===== config.mk =====
export PLATFORM = sky130hd
export DESIGN_NAME = motor_input_conditioner
export DESIGN_NICKNAME = d
export VERILOG_FILES = /design/src/rtl/motor_input_conditioner.sv
export SDC_FILE = /design/constraint.sdc
export NUM_CORES = 1
export LEC_CHECK = 0
export CORE_MARGIN = 5
export CORE_UTILIZATION = 50
export DETAILED_ROUTE_END_ITERATION = 10
export PLACE_DENSITY = 0.65
export RECOVER_POWER = 25
export SETUP_SLACK_MARGIN = 0.15
export SYNTH_ARGS = -nofsm -noshare
export SYNTH_HDL_FRONTEND = slang
export SYNTH_SLANG_ARGS = --single-unit

===== constraint.sdc =====
create_clock -name CLK -period 2.95 [get_ports CLK]
set_input_delay 0.295 -clock CLK [delete_from_list [all_inputs] [get_ports CLK]]
set_output_delay 0.295 -clock CLK [all_outputs]
set_load 0.005 [all_outputs]

===== src/rtl/motor_input_conditioner.sv =====
// Input front end for the DC-motor designs: 2-FF synchronisers, per-channel
// debounce counters, a direction interlock on SW and a one-cycle run-press pulse.
module motor_input_conditioner #(
  parameter logic [20:0] DEBOUNCE_TIME = 21'd1249999,
  parameter logic        LOCK_DIR      = 1'b1
) (
  input  logic CLK,
  input  logic RST,
  input  logic SW_IN,
  input  logic BTN_IN,
  input  logic PWM_EN_IN,
  output logic SW,
  output logic BTN,
  output logic PWM_EN,
  output logic BTN_PRESS,
  output logic DIR_PENDING
);

  // Synchroniser bit order: {pwm, btn, sw}
  logic [2:0]  s1, s2;
  logic [20:0] cnt_sw, cnt_btn, cnt_pwm;
  logic        sw_diff, btn_diff, pwm_diff;
  logic        sw_full, btn_full, pwm_full;
  logic        sw_blocked;

  always_comb begin
    sw_diff    = s2[0] != SW;
    btn_diff   = s2[1] != BTN;
    pwm_diff   = s2[2] != PWM_EN;
    sw_full    = cnt_sw  == DEBOUNCE_TIME;
    btn_full   = cnt_btn == DEBOUNCE_TIME;
    pwm_full   = cnt_pwm == DEBOUNCE_TIME;
    sw_blocked = LOCK_DIR & BTN;
  end

  assign DIR_PENDING = sw_blocked & sw_full & sw_diff;

  always_ff @(posedge CLK) begin
    if (RST) begin
      s1        <= '0;
      s2        <= '0;
      cnt_sw    <= '0;
      cnt_btn   <= '0;
      cnt_pwm   <= '0;
      SW        <= 1'b0;
      BTN       <= 1'b0;
      PWM_EN    <= 1'b0;
      BTN_PRESS <= 1'b0;
    end else begin
      s1 <= {PWM_EN_IN, BTN_IN, SW_IN};
      s2 <= s1;

      if (!btn_diff) begin
        cnt_btn <= '0;
      end else if (!btn_full) begin
        cnt_btn <= cnt_btn + 21'd1;
      end else begin
        BTN     <= ~BTN;
        cnt_btn <= '0;
      end
      BTN_PRESS <= btn_diff & btn_full & ~BTN;

      if (!pwm_diff) begin
        cnt_pwm <= '0;
      end else if (!pwm_full) begin
        cnt_pwm <= cnt_pwm + 21'd1;
      end else begin
        PWM_EN  <= ~PWM_EN;
        cnt_pwm <= '0;
      end

      // While the run level is held the qualified direction change parks at N
      // and is released on the first edge that sees BTN low beforehand.
      if (!sw_diff) begin
        cnt_sw <= '0;
      end else if (!sw_full) begin
        cnt_sw <= cnt_sw + 21'd1;
      end else if (!sw_blocked) begin
        SW     <= ~SW;
        cnt_sw <= '0;
      end
    end
  end

endmodule

# After elaboration in Yosys (flattened, before gate mapping)
# Cells that the tools add are included.
word_totals:
  regBits: 73
  wordCells: 37
  input_bits: 5
  out_inout_bits: 5
op_classes:
  n_bitwise: 10
  n_mux: 2
  n_reduce_logical: 6
  n_eq_ne: 7
  addsub: 3
ops:
  columns: ["operator", "count"]
  rows:
  - ["$add 21x1->21 const B", 3]
  - ["$eq 21x21->1 const B", 3]
  - ["$mux 21", 2]
  - ["$not 1->1", 6]
  - ["$reduce_or 3->1", 2]
  - ["$and 1x1->1", 4]
  - ["$reduce_and 2->1", 2]
  - ["$ne 1x1->1", 3]
  - ["$reduce_and 3->1", 1]
  - ["$ne 2x2->1 const B", 1]
  - ["$reduce_or 2->1", 1]

# Depth between registers and ports, before layout
# Gate-level depths: netlist of run 1.
depth:
  word_depth: 3
  mapped_depth: 7
  mapped_depth_nobuf: 6

# Worst setup path before layout of run 1
# OpenSTA, ideal clock, no wires.
synth_path:
  path_kind: "reg2reg"
  from: "reg cnt_sw[8]"
  to: "reg cnt_sw[6]"
  setup_slack_ns: 0.622
  required_time_ns: 2.818
  arrival_time_ns: 2.195
  setup_time_ns: 0.132
  synth_period_minus_slack_ns: 2.328
  path_buffers: 0
  path_stages_with_launch: 6
  path_cell_list: "dfxtp_1 or4b_1 or4_4 or4_4 o221ai_2 a21oi_1"
synth_via:
  elab_chain_len: 2
  elab_cells_between_ends: 3
  classes_between: "eq/ne (2); mux (1)"
synth_rtl:
  columns: ["item", "line_no", "text"]
  rows:
  - ["from (decl)", "21", "logic [20:0] cnt_sw, cnt_btn, cnt_pwm;"]
  - ["from (signal assigned)", "77", "cnt_sw <= cnt_sw + 21'd1;"]
  - ["$eq 21x21->1 (*)", "30", "sw_full = cnt_sw == DEBOUNCE_TIME;"]
  - ["$ne 2x2->1 (no line) / $mux 21 (equally long branches)", null, null]
# Mark *: on every way between the ends. The rest lies on a longest branch, timed or not.
# A chain may end at the register's enable or synchronous reset.

# Final worst setup path of run 1
layout_path:
  from: "reg cnt_sw[8]"
  to: "reg cnt_sw[2]"
# Same word-level chain as after synthesis.

==> results.md, run 1 <==
* Count of max-cap constraint violations at 0
* Warnings from Yosys at 0
* Drt pass-1 iters at 4
* Met1 WL at 2930 um
* Seq cells post-synth at 73
* Hold buffer count at cts at 0
* H-tree levels at 3
* PortBufs at 9
* CTS Sinks at 73
* Number of antenna diodes at 0
* Wire length on met2 at 2810 um
* Worst-Margin Slew at 0.852 ns
* Worst setup EP type: register
* Setup Viol. Count Final at 0
* Yosys top cell area share at 45.8%
* Maximum clock frequency at 0.349 GHz
* WL met3 at 321 um
* Slew margin rel. at 43.2%
* Period utilisation layout at 97.0%
* Worst hold-check path type: register to register
* Setup_tns at 0 ns
* Register area share after synthesis at 45.8%
* PwrDens at 504 nW/um^2
* Placer Congestion at 0.791
* Die area at 8080 sq um
* CP Class: register to register
* CP Data Required Time at 3.22 ns
* Remaining antenna violation count at 0
* Crit path max fanout at 2
* Reg2reg path depth at 13
* Number of global-route vias before repair at 2408
* Final setup margin at 0.0878 ns
* Clock-pin transition on the worst setup and hold timing paths at 0.07 ns
* Asr flop ratio synth at 0%
* Top Layer Used: met4
* Hold Violations, Final at 0
* Synthesized area per cell at 8.89 sq um
* Initial antenna violation count at 0
* DRC violation count after routing at 0
* Outcome: completed
* TritonCTS buffer count at 9
* Startpoint Class: register
* Fin crit period at 2.86 ns
* P_leak at 1.22 nW
* Vias per cell at 5.43
* Synthesized area at 3190 sq um
* Total global routing overflow at 0
* Placed Area at 3350 sq um
* VDD IR max at 0.361 mV
* Clk buf depth at 2
* CP Data Arrival Time at 3.13 ns
* Ports at 10
* Routed via count at 2532
* Cell Rows at 29
* Final-stage net count at 392
* Synth unique cells at 37
* Die H at 89.9 um
* Hold path depth at 1
* Final WL at 6200 um
* Core Region at 6280 sq um
* GRT Total Usage at 15.5%
* Die Wd at 89.9 um
* Skew-Pair Late Insertion Delay at 0.34 ns
* Root Driver: clkbuf_8
* Area Overhead vs Synth at 16.4%
* Largest cells by area after synthesis: dfxtp_1, xor2_1, nor2_1, xnor2_1, nand4_1
* Synth area leader: dfxtp_1
* Pre-CTS setup slack at 0.185 ns
* DRT iter0 DRCs at 86
* RSZ-0062 raised after global routing: yes
* Gate Count Post-Synth at 359
* Post-Syn Nets at 367
* Slew Viols, Final at 0
* Most frequent cell after synthesis: dfxtp_1
* Main flop type after synthesis: dfxtp_1
* WL per Instance at 13.3 um
* CTS tree: built
* Global-route wire length before repair at 10500 um
* Hpwl dp at 4080 um
* Initial Util at 50.9%
* Largest net degree at the start of global routing at 21
* Post-synth top cells: dfxtp_1, nor2_1, xor2_1
* Clk_skew at 0.00914 ns
* Post-synth EDFFs at 0
* Layout cells sized above 1 at 11.8%
* Fin area at 3720 sq um
[through the flow]
| step | power, mW | std cells | hold WS (ns) | utilization, % |
|---|---|---|---|---|
| finish | 1.87 | 466 | 0.454 | 59.2 |
| global route | 1.94 | 466 | 0.458 | 59.2 |
| CTS | 1.90 | 462 | 0.457 | 58.0 |
| detailed placement | 1.04 | 437 | 0.442 | 53.4 |
| global placement | 1.04 | 437 | 0.427 | 53.4 |
| floorplan | 1.03 | 359 | 0.414 | - |
[cell type report]
type                    count  area [sq um]
clock inverters             5          78.8
clock buffers              11           141
repair buffers             24           224
fillers                   551          2560
inverters                   6          22.5
multi-input cells         270          1690
well taps                  77          96.3
flip-flops and latches     73          1470
[per-layer routing]
metal  global-route usage, %  vias up
li1                        -     1293
met1                    19.4     1165
met2                    24.4       59
met3                    5.09       15
met4                    6.58        0
met5                       0        -
[state kept, by name, indices dropped and copies added, names as in the netlist]
register and flops:
cnt_btn 21, cnt_pwm 21, cnt_sw 21, s1 3, s2 3, BTN 1, BTN_PRESS 1, PWM_EN 1
SW 1
[worst max-delay path, stage by stage (launching register included)]
cell and delay [ns]:
dfxtp_4 0.34, or4b_1 0.52, or4_4 0.55, nor4_4 0.28
nand2_1 0.12, buf_6 0.15, buf_6 0.10, buf_6 0.10
buf_6 0.10, buf_6 0.10, buf_6 0.10, buf_6 0.10
buf_6 0.11, a31oi_4 0.12
[report_power, final]
part / switching [mW] / leakage (nW) / internal, mW / total [mW]
Sequential: 0.00277 / 0.591 / 0.989 / 0.991
Clock: 0.360 / 0.113 / 0.498 / 0.859
Combinational: 0.0132 / 0.516 / 0.00965 / 0.0229
[layout by cell type (no fill, tap or decap), drive strengths merged, types with 12 or more instances in the layout]
cell    count
nand4      18
nor2       67
buf        15
dfxtp      73
nor3       12
nand2      23
xor2       33
xnor2      19
nand3      22
clkbuf     12
[kinds of logic after synthesis]
kind of cell    Yosys count  share of synthesized area (%)
compound gates           14                           3.13
mux                       3                          0.940
simple gates            198                           32.7
xor+xnor                 52                           14.3
flops                    73                           45.8
buf+inv                  16                           2.00
fa+ha+maj                 3                           1.18
[final timing paths]
| kind | from | to | slack (ns) |
|---|---|---|---|
| max | cnt_sw[8]$_SDFFE_PP0P_ | cnt_sw[2]$_SDFFE_PP0P_ | 0.09 |
| min | s1[0]$_SDFF_PP0_ | s2[0]$_SDFF_PP0_ | 0.45 |
| max reg2reg | cnt_sw[8]$_SDFFE_PP0P_ | cnt_sw[2]$_SDFFE_PP0P_ | 0.09 |
| min reg2reg | s1[0]$_SDFF_PP0_ | s2[0]$_SDFF_PP0_ | 0.45 |
[repair_timing]
action / in CTS / in global routing
buffers inserted: 9 / 4
resized for setup: 3 / 15
endpoints found under the setup margin: 1 / 2
pin swaps: 2 / 4
Note: power is estimated with default switching activity, not from simulation.
==> inputs of run 2 (changes only) <==
--- a/config.mk
+++ b/config.mk
@@ -7,10 +7,13 @@
 export LEC_CHECK = 0
 export CORE_MARGIN = 5
 export CORE_UTILIZATION = 50
+export CTS_CLUSTER_DIAMETER = 120
 export DETAILED_ROUTE_END_ITERATION = 10
+export GPL_TIMING_DRIVEN = 0
 export PLACE_DENSITY = 0.65
 export RECOVER_POWER = 25
 export SETUP_SLACK_MARGIN = 0.15
+export SKIP_LAST_GASP = 1
 export SYNTH_ARGS = -nofsm -noshare
 export SYNTH_HDL_FRONTEND = slang
 export SYNTH_SLANG_ARGS = --single-unit
==> results.md, run 2 (synthesis results as in run 1) <==
* Outcome: completed
* Remaining antenna violation count at 0
* Worst-Margin Slew at 0.769 ns
* Hpwl dp at 4240 um
* CP peak stage delay at 0.55 ns
* PortBufs at 9
* Clk_skew at 0.00616 ns
* Largest net degree at the start of global routing at 12
* Placed cells at 445
* Core Region at 6280 sq um
* Slowest CP cell: or4_4
* RSZ-0062 raised after global routing: no
* Min-Delay Endpoint: s2[0]$_SDFF_PP0_
* Maximum clock frequency at 0.378 GHz
* R2R setup slack at 0.32 ns
* Slew margin rel. at 48.3%
* Clock-pin transition on the worst setup and hold timing paths at 0.07 ns
* Startpoint Class: register
* VDD IR max at 0.274 mV
* Hold path depth at 1
* Die H at 89.9 um
* Commonest non-fill, non-tap cell in the layout: dfxtp_1
* Placed Area at 3380 sq um
* Worst hold-check path type: register to register
* Period utilisation layout at 89.8%
* Crit path max fanout at 4
* Slew Viols, Final at 0
* Post-layout util at 57.7%
* Skew-Pair Late Insertion Delay at 0.34 ns
* Hold slack at 0.441 ns
* CP Class: register to output port
* Layout fillers at 539
* Setup Viol. Count Final at 0
* Clk buf depth at 2
* Fin area at 3620 sq um
* CP Data Required Time at 2.65 ns
* Layout cells sized above 1 at 9.72%
* Cell Rows at 29
* DRT iter0 DRCs at 123
* Count of max-cap constraint violations at 0
* DRC violation count after routing at 0
* Routed via count at 2480
* Final-stage net count at 395
* Area Overhead vs Synth at 13.5%
* Worst setup EP type: output port
* Ports at 10
* Total global routing overflow at 0
* Placer Congestion at 0.839
* Root Driver: clkbuf_8
* Vias per cell at 5.30
* Number of global-route vias before repair at 2380
* Drt pass-1 iters at 4
* R2r startpoint: cnt_sw[11]$_SDFFE_PP0P_
* Final WL at 6120 um
* Die area at 8080 sq um
* Largest regs: cnt_btn (21), cnt_pwm (21), cnt_sw (21)
* CTS Sinks at 73
* Initial antenna violation count at 0
* Number of antenna diodes at 0
* CTS tree: built
* Critical-path cell list: or4b_1 > or4_4 > nor4_4 > nand2_1 > nor2_1 > clkdlybuf4s15_1
* Hold_sp: s1[0]$_SDFF_PP0_
* Initial Util at 50.9%
* R2R Path End: cnt_sw[2]$_SDFFE_PP0P_
* Final Non-Filler Cells at 468
* Global-route wire length before repair at 11000 um
* WL per Instance at 13.1 um
* TritonCTS buffer count at 9
* Fin crit period at 2.65 ns
* GRT Total Usage at 16.3%
* Hold buffer count at cts at 0
* Reg2reg path depth at 11
* P_leak at 1.17 nW
* Die Wd at 89.9 um
* Hold Violations, Final at 0
* PwrDens at 478 nW/um^2
* CP Data Arrival Time at 2.35 ns
* Most frequent cells in the layout: dfxtp_1, nor2_1, xor2_1
* H-tree levels at 3
-- run 2: changes by cell type in the layout (fill, tap and decap cells not counted), sizes merged --
cell,before,now
buf,15,9
clkinv,3,1
clkinvlp,0,1
clkdlybuf4s15,0,1
clkbuf,12,22
bufinv,2,0
-- run 2: layout make-up --
cell class	instances	area [sq um]	share of cell area [%]
buffer	10	41.3	1.14
clock buffer	13	169	4.66
clock inverter	2	12.5	0.345
inverter	6	22.5	0.621
multi-input combinational	270	1670	46.0
sequential	73	1470	40.4
tap	77	96.3	2.66
timing repair buffer	17	150	4.14
-- run 2: repair_timing --
| item | CTS | global route |
|---|---|---|
| endpoints found under the setup margin | 1 | 2 |
| buffers inserted | 8 | 0 |
| pin swaps | 3 | 1 |
| gates resized for setup | 5 | 0 |
-- run 2: routing by layer --
layer  share of wire (%)  GRT usage, %  up-vias
li1                    -             -     1295
met3                 3.6          5.84        5
met1                  51          22.1     1148
met4                0.83          4.59        0
met2                  45          24.6       32
met5                   0             0        -
-- run 2: metrics by stage --
step	TNS (ns)	power, mW	worst slack [ns]
2_1_floorplan	0	1.03	0.622
3_3_place_gp	-0.0501	1.04	-0.0501
3_5_place_dp	-0.0702	1.04	-0.0702
4_1_cts	0	1.76	0.163
5_1_grt	0	1.81	0.175
6_report	0	1.73	0.301
-- run 2: worst max-delay path by stage --
stage	from	slack, ns	endpoint	cells past startpoint
finish	cnt_sw[11]$_SDFFE_PP0P_	0.30	DIR_PENDING	6
global route	cnt_sw[11]$_SDFFE_PP0P_	0.17	DIR_PENDING	6
CTS	cnt_sw[11]$_SDFFE_PP0P_	0.16	DIR_PENDING	6
global placement	cnt_sw[8]$_SDFFE_PP0P_	-0.05	DIR_PENDING	6
detailed placement	cnt_sw[8]$_SDFFE_PP0P_	-0.07	DIR_PENDING	6
floorplan	cnt_sw[8]$_SDFFE_PP0P_	0.62	cnt_sw[6]$_SDFFE_PP0P_	5
-- run 2: report_power, final --
group	internal [mW]	leakage [nW]	switching, mW	total, mW
Sequential	0.990	0.591	0.00278	0.993
Clock	0.369	0.0915	0.346	0.715
Combinational	0.0105	0.490	0.0144	0.0249
-- run 2: critical path: cells and delay by family, from the launching register on --
kind          cells  cell delay (ns)
buf+inv           1             0.21
flops             1             0.34
simple gates      5             1.47
==> inputs of run 3 (changes only) <==
--- a/config.mk
+++ b/config.mk
@@ -10,7 +10,7 @@
 export CTS_CLUSTER_DIAMETER = 120
 export DETAILED_ROUTE_END_ITERATION = 10
 export GPL_TIMING_DRIVEN = 0
-export PLACE_DENSITY = 0.65
+export PLACE_DENSITY = 0.68
 export RECOVER_POWER = 25
 export SETUP_SLACK_MARGIN = 0.15
 export SKIP_LAST_GASP = 1
==> constraint.sdc (replaced) <==
create_clock -name CLK -period 2.25 [get_ports CLK]
set_input_delay 0.225 -clock CLK [delete_from_list [all_inputs] [get_ports CLK]]
set_output_delay 0.225 -clock CLK [all_outputs]
set_load 0.005 [all_outputs]
==> results.md, run 3 (synthesis results as in run 1) <==
* Outcome: finished, violations left
* Violated checks: setup timing
* Final setup margin at -0.572 ns
* Largest regs: cnt_btn (21), cnt_pwm (21), cnt_sw (21)
* Initial antenna violation count at 0
* Number of antenna diodes at 0
* CP Class: register to register
* Startpoint Class: register
* PwrDens at 646 nW/um^2
* Core Region at 6280 sq um
* Layout fillers at 553
* Crit path max fanout at 4
* Worst hold-check path type: register to register
* Die Wd at 89.9 um
* Final-stage net count at 403
* Hold Violations, Final at 0
* Drt pass-1 iters at 4
* Root Driver: clkbuf_8
* Period utilisation layout at 125%
* Vias per cell at 5.39
* P_leak at 1.26 nW
* Final Non-Filler Cells at 477
* Die H at 89.9 um
* Fin crit period at 2.82 ns
* Most frequent cells in the layout: dfxtp_1, nor2_1, xor2_1
* DRT iter0 DRCs at 137
* PortBufs at 9
* Maximum clock frequency at 0.354 GHz
* CTS tree: built
* Area Overhead vs Synth at 18.6%
* R2R setup slack at -0.57 ns
* Ports at 10
* Routed via count at 2570
* R2r startpoint: cnt_sw[13]$_SDFFE_PP0P_
* Die area at 8080 sq um
* CTS Sinks at 73
* Placer Congestion at 0.837
* Clk buf depth at 2
* Total global routing overflow at 0
* Clk_skew at 0.00889 ns
* Global-route wire length before repair at 10600 um
* GRT Total Usage at 15.5%
* RSZ-0062 raised after global routing: yes
* Skew-Pair Late Insertion Delay at 0.34 ns
* Final WL at 6180 um
* CP Data Required Time at 2.51 ns
* VDD IR max at 0.391 mV
* Clock-pin transition on the worst setup and hold timing paths at 0.08 ns
* Multi-input gate area at 1690 sq um
* Hold_sp: s1[1]$_SDFF_PP0_
* Layout cells sized above 1 at 15.0%
* Initial Util at 50.9%
* Largest net degree at the start of global routing at 14
* WL per Instance at 12.9 um
* Slew margin rel. at 47.3%
* Count of max-cap constraint violations at 0
* Placed cells at 445
* Remaining antenna violation count at 0
* Hpwl dp at 4290 um
* Commonest non-fill, non-tap cell in the layout: dfxtp_1
* DRC violation count after routing at 0
* Flip-flop and latch area at 1480 sq um
* Post-layout util at 60.3%
* Cell Rows at 29
* Worst setup EP type: register
* Slew Viols, Final at 0
* H-tree levels at 3
* CP Data Arrival Time at 3.09 ns
* Number of global-route vias before repair at 2400
* TritonCTS buffer count at 9
* Setup Viol. Count Final at 5
* Worst Setup SP: cnt_sw[13]$_SDFFE_PP0P_
* Worst-Margin Slew at 0.784 ns
-- run 3: cell count changes in the layout (fill, tap and decap cells not counted), moves of 3 or more --
cell | previous run | this run
buf_6 | 0 | 8
clkbuf_2 | 0 | 5
clkbuf_1 | 10 | 6
clkbuf_8 | 12 | 9
dfxtp_4 | 0 | 3
-- run 3: what timing repair did --
item,4_1_cts,5_1_grt
hold buffers,0,0
gates resized for setup,18,17
setup endpoints to repair,16,57
setup buffers,13,3
pin swaps,10,5
-- run 3: worst paths after layout --
kind	to	depth (start not counted)
max	cnt_sw[2]$_SDFFE_PP0P_	13
min	s2[1]$_SDFF_PP0_	1
max reg2reg	cnt_sw[2]$_SDFFE_PP0P_	13
min reg2reg	s2[1]$_SDFF_PP0_	1
-- run 3: final cells by class --
class                      instances  share of cell area, %
sequential                        73                   38.9
inverter                           6                  0.595
buffer                            10                   1.22
clock inverter                     6                   2.41
clock buffer                      10                   3.37
tap                               77                   2.54
multi-input combinational        270                   44.7
timing repair buffer              25                   6.21
-- run 3: per-stage QoR --
stage / area, sq um / power (mW) / hold slack (ns) / setup WS [ns] / TNS, ns
after floorplan: 3190 / 1.35 / 0.353 / -0.0262 / -0.0262
after global placement: 3380 / 1.36 / 0.418 / -0.681 / -0.935
after detailed placement: 3380 / 1.36 / 0.428 / -0.667 / -0.925
after CTS: 3750 / 2.47 / 0.432 / -0.650 / -1.97
after global routing: 3790 / 2.54 / 0.442 / -0.665 / -2.09
final: 3790 / 2.45 / 0.432 / -0.572 / -1.74
-- run 3: report_power, final --
part | leakage [nW] | internal (mW) | switching, mW
Combinational | 0.555 | 0.0144 | 0.0179
Clock | 0.111 | 0.631 | 0.487
Sequential | 0.593 | 1.29 | 0.00379
-- run 3: per-layer routing --
layer / wire [um] / vias to the layer above / part of all wire (%) / global-route usage [%]
met3: 171 / 11 / 2.8 / 3.09
met4: 97 / 0 / 1.6 / 5.96
li1: - / 1316 / - / -
met1: 2950 / 1216 / 48 / 20.2
met2: 2960 / 27 / 48 / 25.3
met5: 0 / - / 0 / 0
-- run 3: worst max-delay path, cell delays in order (launching register included) --
cell,delay [ns]
dfxtp_4,0.36
or4b_1,0.52
or4_4,0.55
nor4_4,0.24
nand2_2,0.12
buf_6,0.14
buf_6,0.10
buf_6,0.10
buf_6,0.10
buf_6,0.10
buf_6,0.10
buf_6,0.10
buf_6,0.10
a31oi_1,0.12
